[config.mk]
export PLATFORM = sky130hd
export DESIGN_NAME = power_pack_mgr
export DESIGN_NICKNAME = d
export VERILOG_FILES = /design/src/rtl/power_pack_mgr.sv
export SDC_FILE = /design/constraint.sdc
export NUM_CORES = 1
export LEC_CHECK = 0
export CAP_MARGIN = 20
export CORE_MARGIN = 8
export CORE_UTILIZATION = 63
export DETAILED_ROUTE_END_ITERATION = 10
export PLACE_DENSITY_LB_ADDON = 0.25
export RECOVER_POWER = 100
export SKIP_CTS_REPAIR_TIMING = 1
export SLEW_MARGIN = 25
export SYNTH_ARGS = -nofsm -noshare
export SYNTH_HDL_FRONTEND = slang
export SYNTH_SLANG_ARGS = --single-unit
[constraint.sdc]
create_clock -name clk -period 5.8 [get_ports clk]
set_input_delay 1.16 -clock clk [delete_from_list [all_inputs] [get_ports clk]]
set_output_delay 1.16 -clock clk [all_outputs]
set_load 0.1 [all_outputs]
[src/rtl/power_pack_mgr.sv]
// Power-up pack manager: spawns packs into free slots, detects ball overlap,
// ages packs per frame, runs the eaten-pack effect timer and draws the packs.
module power_pack_mgr #(
  parameter int          N_SLOTS     = 2,
  parameter int          WIDTH       = 20,
  parameter int          HEIGHT      = 20,
  parameter int          BALL_SIZE   = 16,
  parameter int          LIFETIME    = 600,
  parameter int          EFFECT_TIME = 300,
  parameter logic [7:0]  COLOR       = 8'b000_000_11
) (
  input  logic        clk,
  input  logic        reset,
  input  logic        frame_tick,
  input  logic        spawn,
  input  logic [10:0] randx,
  input  logic [9:0]  randy,
  input  logic [1:0]  randmode,
  input  logic [10:0] ball_x,
  input  logic [9:0]  ball_y,
  input  logic [10:0] hcount,
  input  logic [9:0]  vcount,
  output logic [7:0]  pixel,
  output logic        randop,
  output logic        spawn_drop,
  output logic        eat_pulse,
  output logic [1:0]  effect_mode,
  output logic        effect_active
);

  localparam int LW = $clog2(LIFETIME + 1);
  localparam int EW = $clog2(EFFECT_TIME + 1);

  // Half-open intervals [a0, a0+alen) and [b0, b0+blen) intersect; 12 bits so the ends never wrap.
  function automatic logic spans(input logic [11:0] a0, input logic [11:0] alen,
                                 input logic [11:0] b0, input logic [11:0] blen);
    return (a0 < b0 + blen) && (b0 < a0 + alen);
  endfunction

  logic [N_SLOTS-1:0] active_q, active_d;
  logic [10:0]        x_q    [N_SLOTS];
  logic [10:0]        x_d    [N_SLOTS];
  logic [9:0]         y_q    [N_SLOTS];
  logic [9:0]         y_d    [N_SLOTS];
  logic [1:0]         mode_q [N_SLOTS];
  logic [1:0]         mode_d [N_SLOTS];
  logic [LW-1:0]      cnt_q  [N_SLOTS];
  logic [LW-1:0]      cnt_d  [N_SLOTS];
  logic [EW-1:0]      eff_q, eff_d;
  logic [1:0]         effect_mode_q, effect_mode_d;
  logic               eat_pulse_q, eat_pulse_d;
  logic               randop_q, randop_d;
  logic               spawn_drop_q, spawn_drop_d;
  logic               effect_active_q, effect_active_d;
  logic [7:0]         pixel_q, pixel_d;

  logic [N_SLOTS-1:0] hit_s, on_s, sel_s;
  logic               sel_found_s, eat_found_s;
  logic [1:0]         eat_mode_s;

  // Per-slot ball overlap and raster hit, both from start-of-cycle slot state.
  always_comb begin
    for (int i = 0; i < N_SLOTS; i++) begin
      hit_s[i] = active_q[i]
               && spans({1'b0, ball_x}, 12'(BALL_SIZE), {1'b0, x_q[i]}, 12'(WIDTH))
               && spans({2'b00, ball_y}, 12'(BALL_SIZE), {2'b00, y_q[i]}, 12'(HEIGHT));
      on_s[i]  = active_q[i]
               && spans({1'b0, hcount}, 12'd1, {1'b0, x_q[i]}, 12'(WIDTH))
               && spans({2'b00, vcount}, 12'd1, {2'b00, y_q[i]}, 12'(HEIGHT));
    end
  end

  // Lowest-index idle slot for spawning and lowest-index eaten slot for the effect mode.
  always_comb begin
    sel_s       = '0;
    sel_found_s = 1'b0;
    eat_found_s = 1'b0;
    eat_mode_s  = effect_mode_q;
    for (int i = 0; i < N_SLOTS; i++) begin
      if (!active_q[i] && !sel_found_s) begin
        sel_s[i]    = 1'b1;
        sel_found_s = 1'b1;
      end else begin
        sel_s[i]    = 1'b0;
      end
      if (hit_s[i] && !eat_found_s) begin
        eat_mode_s  = mode_q[i];
        eat_found_s = 1'b1;
      end else begin
        eat_found_s = eat_found_s;
      end
    end
  end

  // Slot updates: eating beats expiry; spawning only touches slots idle at the start of the cycle.
  always_comb begin
    active_d = active_q;
    x_d      = x_q;
    y_d      = y_q;
    mode_d   = mode_q;
    cnt_d    = cnt_q;
    for (int i = 0; i < N_SLOTS; i++) begin
      if (hit_s[i]) begin
        active_d[i] = 1'b0;
      end else if (active_q[i] && frame_tick) begin
        cnt_d[i]    = cnt_q[i] - LW'(1);
        active_d[i] = (cnt_q[i] != LW'(1));
      end else if (spawn && sel_s[i]) begin
        active_d[i] = 1'b1;
        x_d[i]      = randx;
        y_d[i]      = randy;
        mode_d[i]   = randmode;
        cnt_d[i]    = LW'(LIFETIME);
      end else begin
        active_d[i] = active_q[i];
      end
    end
  end

  // Effect timer, pulses and pixel colour.
  always_comb begin
    if (|hit_s) begin
      eff_d         = EW'(EFFECT_TIME);
      effect_mode_d = eat_mode_s;
    end else if (frame_tick && (eff_q != '0)) begin
      eff_d         = eff_q - EW'(1);
      effect_mode_d = effect_mode_q;
    end else begin
      eff_d         = eff_q;
      effect_mode_d = effect_mode_q;
    end
    effect_active_d = (eff_d != '0);
    eat_pulse_d     = |hit_s;
    randop_d        = spawn && sel_found_s;
    spawn_drop_d    = spawn && !sel_found_s;
    pixel_d         = (|on_s) ? COLOR : 8'h00;
  end

  // State and output registers with synchronous reset.
  always_ff @(posedge clk) begin
    if (reset) begin
      active_q        <= '0;
      for (int i = 0; i < N_SLOTS; i++) begin
        x_q[i]    <= 11'd0;
        y_q[i]    <= 10'd0;
        mode_q[i] <= 2'd0;
        cnt_q[i]  <= '0;
      end
      eff_q           <= '0;
      effect_mode_q   <= 2'd0;
      eat_pulse_q     <= 1'b0;
      randop_q        <= 1'b0;
      spawn_drop_q    <= 1'b0;
      effect_active_q <= 1'b0;
      pixel_q         <= 8'h00;
    end else begin
      active_q        <= active_d;
      x_q             <= x_d;
      y_q             <= y_d;
      mode_q          <= mode_d;
      cnt_q           <= cnt_d;
      eff_q           <= eff_d;
      effect_mode_q   <= effect_mode_d;
      eat_pulse_q     <= eat_pulse_d;
      randop_q        <= randop_d;
      spawn_drop_q    <= spawn_drop_d;
      effect_active_q <= effect_active_d;
      pixel_q         <= pixel_d;
    end
  end

  assign pixel         = pixel_q;
  assign randop        = randop_q;
  assign spawn_drop    = spawn_drop_q;
  assign eat_pulse     = eat_pulse_q;
  assign effect_mode   = effect_mode_q;
  assign effect_active = effect_active_q;

endmodule

==> qor.yml <==
run_status:
  run_status: "finished, violations left"
  violations: "capacitance limit, slew limit"
yosys:
  ys_seq_elements: 84
  seq_area_frac_synth: 0.214
  ys_dominant_reg_cell: "dfxtp_1"
  ys_warn_count: 0
  syn_area_um2: 7870
  post_synth_num_cell_types: 76
  synth-edff-count: 0
  syn_inst: 983
  async_flop_share: 0
  syn_avg_cell_area_um2: 8.01
layout:
  final_util: 0.722
  fin_area_um2: 8960
  multi_input_area_um2: 5850
  layout_common_cells: "ha_1 (145), nand2_1 (134), a21oi_1 (97)"
  area_growth_pct: 13.9
  mostFrequentLayoutCell: "ha_1"
  drive_above_1_share: 0.0356
  diodes: 0
  n_fill_cell: 1054
  final_net_count: 1247
  seq_area_um2: 1680
global_route:
  grt_pass1_vias: 7099
  grt_overflow: 0
  grt_pass1_wl_um: 34200
  grt_use_total: 0.252
  antenna_found_initial: 0
  grt_max_degree: 81
setup_path:
  r2r-end: "cnt_q[6]"
  cp.required_ns: 6.02
  path_class: "primary input to register"
  slowest_delay_ns: 0.66
  path_max_fanout: 7
  worst_path_max_delay_cell: "dlygate4sd3_1"
  r2r-start: "y_q[2]"
  r2r_cells: 12
  path_cells: "dlygate4sd3_1 > ha_1 > and3_1 > xnor2_1 > ha_1 > o211ai_1 > nor2_1 > a211oi_1 > o211ai_1 > a21oi_1 > or4b_1 > o2111ai_1 > nor3_1 > o31a_1"
  crit_path_start: "ball_y[4]"
  crit_arrival_ns: 4.87
  cp_num_buf_inv: 1
  end_kind: "register"
  start_kind: "primary input"
  crit_family: "compound AO/OA/AOI/OAI gates"
  reg2reg_slack_ns: 1.99
  crit_end: "cnt_q[6]"
  path_depth: 14
pwr:
  pwr_density_cell_nw_per_um2: 219
  p_leak_nw: 3.73
  ir_drop_v: 0.000229
clocking:
  root_buffer: "clkbuf_16"
  insertion_delay_ns: 0.34
  numCtsBuffers: 9
  clk_path_buf_depth: 2
  cts_tree: "done"
  numClockSinks: 84
  htree_num_levels: 3
  cts.clk_slew.worst_paths_ns: 0.06
timing:
  worst_slack_ns: 1.15
  holdWs_ns: 0.455
  setup_viol: 0
  period_share: 0.802
  hold_viol: 0
  max-slew-margin-rel: -0.370
  skew_ns: 0.00599
  clock.fmax_mhz: 215
  slew_violations: 54
  rsz0062_at_grt: "false"
  finalSetupTns_ns: 0
  tightest_slew_ns: 2.05
  layout_min_cycle_time_ns: 4.65
floorplanning:
  die_w_um: 128
  initial_core_util: 0.634
  die_h_um: 128
  dieArea_um2: 16300
  num_io_pins: 83
  core_um2: 12400
  num_rows: 41
placement:
  port_buffers: 76
  pre_cts_ws_ns: 1.18
  place_congestion: 0.893
  hpwl_um: 15600
  placed_area_um2: 8670
run:
  maxCapViolCount: 2
routing:
  drt_pre_antenna_iters: 5
  antenna_left: 0
  via_count: 7363
  wire_per_inst_um: 16.8
  routed_wl_um: 20300
  drt_iter0_drc: 472
  vias_per_cell: 6.09
  drc: 0
hold_path:
  hp-class: "register to register"
## stage by stage
step                cells  power, mW
floorplan             988       1.17
global placement     1194       1.34
detailed placement   1194       1.35
CTS                  1210       1.97
global route         1210       2.08
finish               1210       1.96
## worst register-to-register path, cell delays in order, from the launching register on
cell,delay (ns)
dfxtp_1,0.40
ha_1,0.28
o21ai_0,0.19
xor2_1,0.26
ha_1,0.30
a21o_1,0.18
a221o_1,0.34
a21oi_1,0.16
a21oi_1,0.11
or4b_1,0.70
o2111ai_1,0.42
nor3_1,0.08
o31a_1,0.28
## state kept, by name (all words and copies together), names as in the netlist, 2 cells and up
signal and flops:
y_q 20, x_q 22, eff_q 9, mode_q 4
effect_mode 2, cnt_q 20, active_q 2
## worst min path at each step
stage | endpoint | slack [ns] | depth (start not counted) | startpoint
6_report | mode_q[3] | 0.45 | 2 | mode_q[3]
5_1_grt | mode_q[3] | 0.47 | 2 | mode_q[3]
4_1_cts | mode_q[3] | 0.45 | 2 | mode_q[3]
3_5_place_dp | mode_q[3] | 0.45 | 2 | mode_q[3]
3_3_place_gp | mode_q[3] | 0.44 | 2 | mode_q[3]
2_1_floorplan | mode_q[3] | 0.43 | 2 | mode_q[3]
## cells by family after synthesis
kind of cell | share of synthesized area
other | 0.000476
AOI/OAI and AO/OA | 0.223
xor gates and xnor gates | 0.0734
and+or+nand+nor | 0.209
DFF | 0.214
adders and majority gates | 0.233
muxes | 0.00382
buffers and inverters | 0.0437
## cell usage after synthesis, types with 12 or more instances
master    instances  share of area
nor2_1           54          0.026
o21ai_0          45          0.029
nand2_1         134          0.064
ha_1            145           0.23
xor2_1           42          0.047
a21oi_1          97          0.062
or3_1            12         0.0095
dfxtp_1          84           0.21
clkbuf_1         28          0.013
xnor2_1          24          0.027
nand3_1          28          0.018
nor3_1           18          0.011
and3_1           14          0.011
inv_1            32          0.015
o21a_1           21          0.020
## report_power, final
group / internal [mW] / switching [mW]
Combinational: 0.277 / 0.361
Sequential: 0.634 / 0.0777
Clock: 0.388 / 0.225
Total: 1.30 / 0.664
## layout make-up
class / count / area share
clock buffers: 12 / 0.0275
inverters: 33 / 0.0138
clock inverters: 4 / 0.00809
flip-flops and latches: 84 / 0.188
multi-input cells: 826 / 0.652
repair buffers: 79 / 0.0868
well taps: 172 / 0.0240
## layer usage
| layer | global-route usage | routed length [um] | vias up |
|---|---|---|---|
| met1 | 0.351 | 9540 | 3445 |
| met3 | 0.0304 | 1280 | 21 |
| met4 | 0.0503 | 178 | 0 |
| li1 | - | - | 3693 |
| met2 | 0.409 | 9280 | 204 |
| met5 | 0 | 0 | - |
Note: power is estimated with default switching activity, not from simulation.
==> patch 1 (config.mk and constraints unchanged) <==
Reset style: asynchronous (`reset`), changed in one clocked block. Comments in the files are not updated.
--- a/src/rtl/power_pack_mgr.sv
+++ b/src/rtl/power_pack_mgr.sv
@@ -137,7 +137,7 @@
   end
 
   // State and output registers with synchronous reset.
-  always_ff @(posedge clk) begin
+  always_ff @(posedge clk or posedge reset) begin
     if (reset) begin
       active_q        <= '0;
       for (int i = 0; i < N_SLOTS; i++) begin
Function: differs if reset is asserted again (counterexample within 4 cycles, from zero or initial values and one cycle with reset high); with reset held inactive, the same outputs for 4 cycles.
==> patch 1 against the unedited design <==
Critical endpoint is now eff_q[7]$_DFF_PP0_. Core utilization grew 1.6 points. Wire length increased by 6.3%. Setup slack worse by 0.0091 ns. Synthesized area grew 4.5%. Register-to-register slack got worse by 0.06 ns. Largest cell class unchanged. Final area is 4.3% higher. Die area is 3.9% higher. Sequential cell count is the same. The run still ends with capacitance limit, slew limit left.
Power is not compared: it rests on default switching activity, and its combinational part moved more than twofold at a synthesized area within 25%.
==> patch 1: results (changes against the unedited design) <==
The run finished, with violations left. The checks that failed: capacitance limit, slew limit. The peak fanout along the critical path is 11 (+4). The largest clock skew in the final design came out at 0.00791 ns (+0.00192 ns). The clock-pin slew of the registers on the worst-case setup and hold paths came out at 0.06 ns (about the same). The transition time of the tightest slew-check pin came to 2.14 ns (+0.0918 ns). The reg2reg setup slack was 1.93 ns (-0.06 ns). The min-delay analysis places its worst path in the category reg2reg. The total number of H-tree levels came to 3 (unchanged).

The sequential fraction of the synthesis area came out at 25.6% (+4.2 points). The async set-or-reset flop fraction in the synthesized netlist came out at 100% (+100 points). The worst hold path depth was 2 (unchanged). The initial antenna violation count is 0 (unchanged). The first-pass GRT wire length came out at 35100 microns (+2.7%). The share of layout cells above drive strength 1 is 3.18% (-0.39 points). The time the worst path needs with I/O delays and setup came out at 4.66 ns (+0.00914 ns). The post-placement cell area came to 9080 sq um (+4.7%). The pin count of the biggest net entering global routing came out at 49 (-40%). The global-route usage over all layers is 26.0% (+0.82 points). The number of global-route vias before repair came out at 7152 (+0.75%). The number of diodes came out at 0 (unchanged).

The number of distinct standard cells referenced by the synthesized netlist came to 76 (unchanged). The most used flip-flop cell after synthesis is dfrtp_1. The worst IR drop on VDD is 0.405 mV.

The number of buffers on the longest clock path came to 2 (unchanged). The clock insertion delay at the later pin of the skew report is 0.34 ns (about the same). The length of the first detailed-routing pass in iterations came to 6 (+1). The max-slew violation count is 155 (+190%).

The number of I/O port buffers came out at 76 (unchanged). The total half-perimeter wirelength after legalization and detailed placement is 16900 microns (+8.2%). The total CTS buffers is 9 (unchanged). The layout net count came out at 1248 (+0.080%).

The final weighted congestion in routability-driven placement came out at 0.908 (+1.6%). The placement-stage worst setup slack came out at 1.20 ns (+0.0176 ns). The initial detailed-routing violation count is 430 (-8.9%). Counting instances in the post-synthesis netlist gives the leading cell types as nand2_1 (175), ha_1 (145), dfrtp_1 (84), o21ai_0 (54), nor2_1 (45).

The number of max-capacitance violations reported came out at 4 (+2). The overall routed net length came to 21500 microns (+6.3%). Sorting the synthesized cells by area gives the leading types as dfrtp_1 (26%), ha_1 (22%), nand2_1 (8.0%). The per-cell via count in the routed design is 6.14 (+0.84%).

The worst endpoint data arrival time came to 4.88 ns (about the same).
## patch 1: cell types whose count changed after synthesis, moves of 8 or more
cell	delta
o21ai_0	+9
a21oi_1	-55
nor2_1	-9
nand4_1	+9
clkbuf_1	-12
dfrtp_1	+84
dfxtp_1	-84
inv_1	+8
nand2_1	+41
## patch 1: final cells by class
cell class | count | area [sq um]
Fill cell | 992 | 3320
Inverter | 41 | 155
Sequential cell | 84 | 2100
Clock inverter | 5 | 60.1
Tap cell | 172 | 215
Timing Repair Buffer | 81 | 787
Multi-Input combinational cell | 817 | 5790
Clock buffer | 11 | 243
## patch 1: final timing paths
kind,start,end
worst max-delay path,ball_x[5],eff_q[7]$_DFF_PP0_
max in group asynchronous,reset,y_q[17]$_DFFE_PP0P_
min in group asynchronous,reset,cnt_q[11]$_DFFE_PP0P_
worst min register to register,mode_q[3]$_DFFE_PP0P_,mode_q[3]$_DFFE_PP0P_
worst max register to register,x_q[2]$_DFFE_PP0P_,eff_q[7]$_DFF_PP0_
worst min-delay path,mode_q[3]$_DFFE_PP0P_,mode_q[3]$_DFFE_PP0P_
## patch 1: logic make-up after synthesis
group                    share of synthesized area [%]
AND/OR/NAND/NOR                                   20.7
AO/OA/AOI/OAI                                     19.7
adder cells (fa/ha/maj)                           22.3
flip-flops                                        25.6
buffers and inverters                             4.08
XOR/XNOR                                          6.28
multiplexers                                      1.35
other                                           0.0456
## patch 1: stage by stage
step | power (mW) | hold slack (ns) | std cells
after floorplan | 3.06 | 0.445 | 975
after global placement | 3.66 | 0.462 | 1194
after detailed placement | 3.76 | 0.464 | 1195
after CTS | 4.37 | 0.479 | 1211
after global routing | 4.76 | 0.495 | 1211
final | 4.36 | 0.481 | 1211
## patch 1: critical path: stages
cell and delay, ns:
dlygate4sd3_1 0.76, ha_1 0.26, nand3_1 0.12, xnor2_1 0.23, ha_1 0.26, o21a_1 0.18, o21a_1 0.15, o21ai_0 0.14
a31oi_1 0.06, a2111oi_0 0.65, and3_1 0.46, nor2_1 0.17, inv_1 0.20, nor2_1 0.08
## patch 1: power by group
part | leakage, nW | switching, mW | total [mW] | internal, mW
Combinational | 3.10 | 1.49 | 2.54 | 1.05
Clock | 0.146 | 0.232 | 0.578 | 0.347
Sequential | 1.02 | 0.427 | 1.24 | 0.816
## patch 1: layer usage
| metal | share of wire, % | routed length (microns) | vias to the layer above | track usage (%) |
|---|---|---|---|---|
| met4 | 1.9 | 414 | 0 | 7.58 |
| met3 | 6.1 | 1310 | 28 | 4.49 |
| met5 | 0 | 0 | - | 0 |
| li1 | - | - | 3661 | - |
| met1 | 46 | 9960 | 3507 | 35.2 |
| met2 | 46 | 9860 | 235 | 41.8 |
==> patch 2 (config.mk and constraints unchanged) <==
Made on the original files. Set the parameter `LIFETIME` to 1200 (it was 600).
--- a/src/rtl/power_pack_mgr.sv
+++ b/src/rtl/power_pack_mgr.sv
@@ -5,7 +5,7 @@
   parameter int          WIDTH       = 20,
   parameter int          HEIGHT      = 20,
   parameter int          BALL_SIZE   = 16,
-  parameter int          LIFETIME    = 600,
+  parameter int          LIFETIME    = 1200,
   parameter int          EFFECT_TIME = 300,
   parameter logic [7:0]  COLOR       = 8'b000_000_11
 ) (
Check against the original RTL: same outputs for any inputs over 4 cycles, from zero or initial values and one cycle with reset high; that may be too few to reach the edited logic, so the function may still have changed.
==> patch 2 against the unedited design <==
The run still ends with capacitance limit, slew limit left. Global-route usage grew 0.36 points. Setup slack got worse by 0.21 ns. Wire length up 2.1%. Maximum frequency down 4.3%. Total power increased by 4.4%. Sequential power up 5.5%. Final area grew 0.27%. Sequential cell count grew 2. Synthesized area is 0.73% higher. Count of clock-buffer cells in the layout fell by 1. Critical endpoint is now eff_q[1]$_SDFF_PP0_. Largest cell class unchanged. Largest power group unchanged. Highest routed layer unchanged.
==> patch 2: results (changes against the unedited design) <==
The run finished, with violations left. The checks that failed: capacitance limit, slew limit. The transition time of the tightest slew-check pin is 3.76 ns (+1.70 ns). The number of max-capacitance violations reported is 1 (-1). The reg2reg setup slack came out at 1.84 ns (-0.15 ns). The peak fanout along the critical path is 11 (+4). The global-route usage over all layers came out at 25.6% (+0.36 points). The placeable core region came out at 12500 sq um (+0.41%). The relative area of clock buffers and inverters in the final design is 3.22% (-0.34 points). The cell area after layout came to 8990 sq um (+0.27%). The sequential fraction of the synthesis area is 21.7% (+0.35 points). The cell family contributing the most delay on the critical path is buffers and inverters. The share of layout cells above drive strength 1 came out at 3.17% (-0.40 points). The initial detailed-routing violation count is 665 (+41%). The XOR/XNOR share of the synthesized area is 8.36% (+1.0 points). The routed length on met2 was 9360 microns (+0.91%).

The largest clock skew in the final design is 0.00743 ns (+0.00144 ns). The total leakage power is 3.80 nW (+1.7%). The post-placement cell area came out at 8770 sq um (+1.1%). The post-placement cell count came out at 1200 (+0.50%). The count of clock-net buffers in the final layout was 11 (-1). The origin of the worst min-delay path is mode_q[1]$_SDFFE_PP0P_. The overall routed net length came out at 20700 microns (+2.1%).

The worst IR drop on VDD came to 0.334 mV (+46%). The number of flip-flops and latches is 86 (+2.4%). The total length of routed met3 wires is 1520 microns (+19%). By area the synthesized netlist is led by ha_1 (23%), dfxtp_1 (22%), nand2_1 (6.7%). The synthesized-area fraction occupied by ao, oa, aoi and oai cells came to 20.0% (-2.2 points). The share of synthesized cell area in full adder, half adder and majority cells is 23.5% (+0.21 points). The largest stage delay on the critical path was 0.71 ns (+0.05 ns). The pin count of the biggest net entering global routing was 88 (+8.6%). The max-slew violation count came out at 88 (+63%).

The met1 routed wirelength after detailed routing is 9490 microns (-0.56%).
patch 2: worst min path at each step:
stage / endpoint / slack [ns] / cells after the start
2_1_floorplan: mode_q[0]$_SDFFE_PP0P_ / 0.43 / 2
3_3_place_gp: mode_q[2]$_SDFFE_PP0P_ / 0.45 / 2
3_5_place_dp: mode_q[1]$_SDFFE_PP0P_ / 0.45 / 2
4_1_cts: mode_q[1]$_SDFFE_PP0P_ / 0.46 / 2
5_1_grt: mode_q[0]$_SDFFE_PP0P_ / 0.50 / 2
6_report: mode_q[1]$_SDFFE_PP0P_ / 0.46 / 2
patch 2: power breakdown:
| part | leakage, nW | internal [mW] | switching [mW] |
|---|---|---|---|
| Clock | 0.138 | 0.342 | 0.231 |
| Combinational | 2.95 | 0.318 | 0.409 |
| Sequential | 0.704 | 0.660 | 0.0911 |
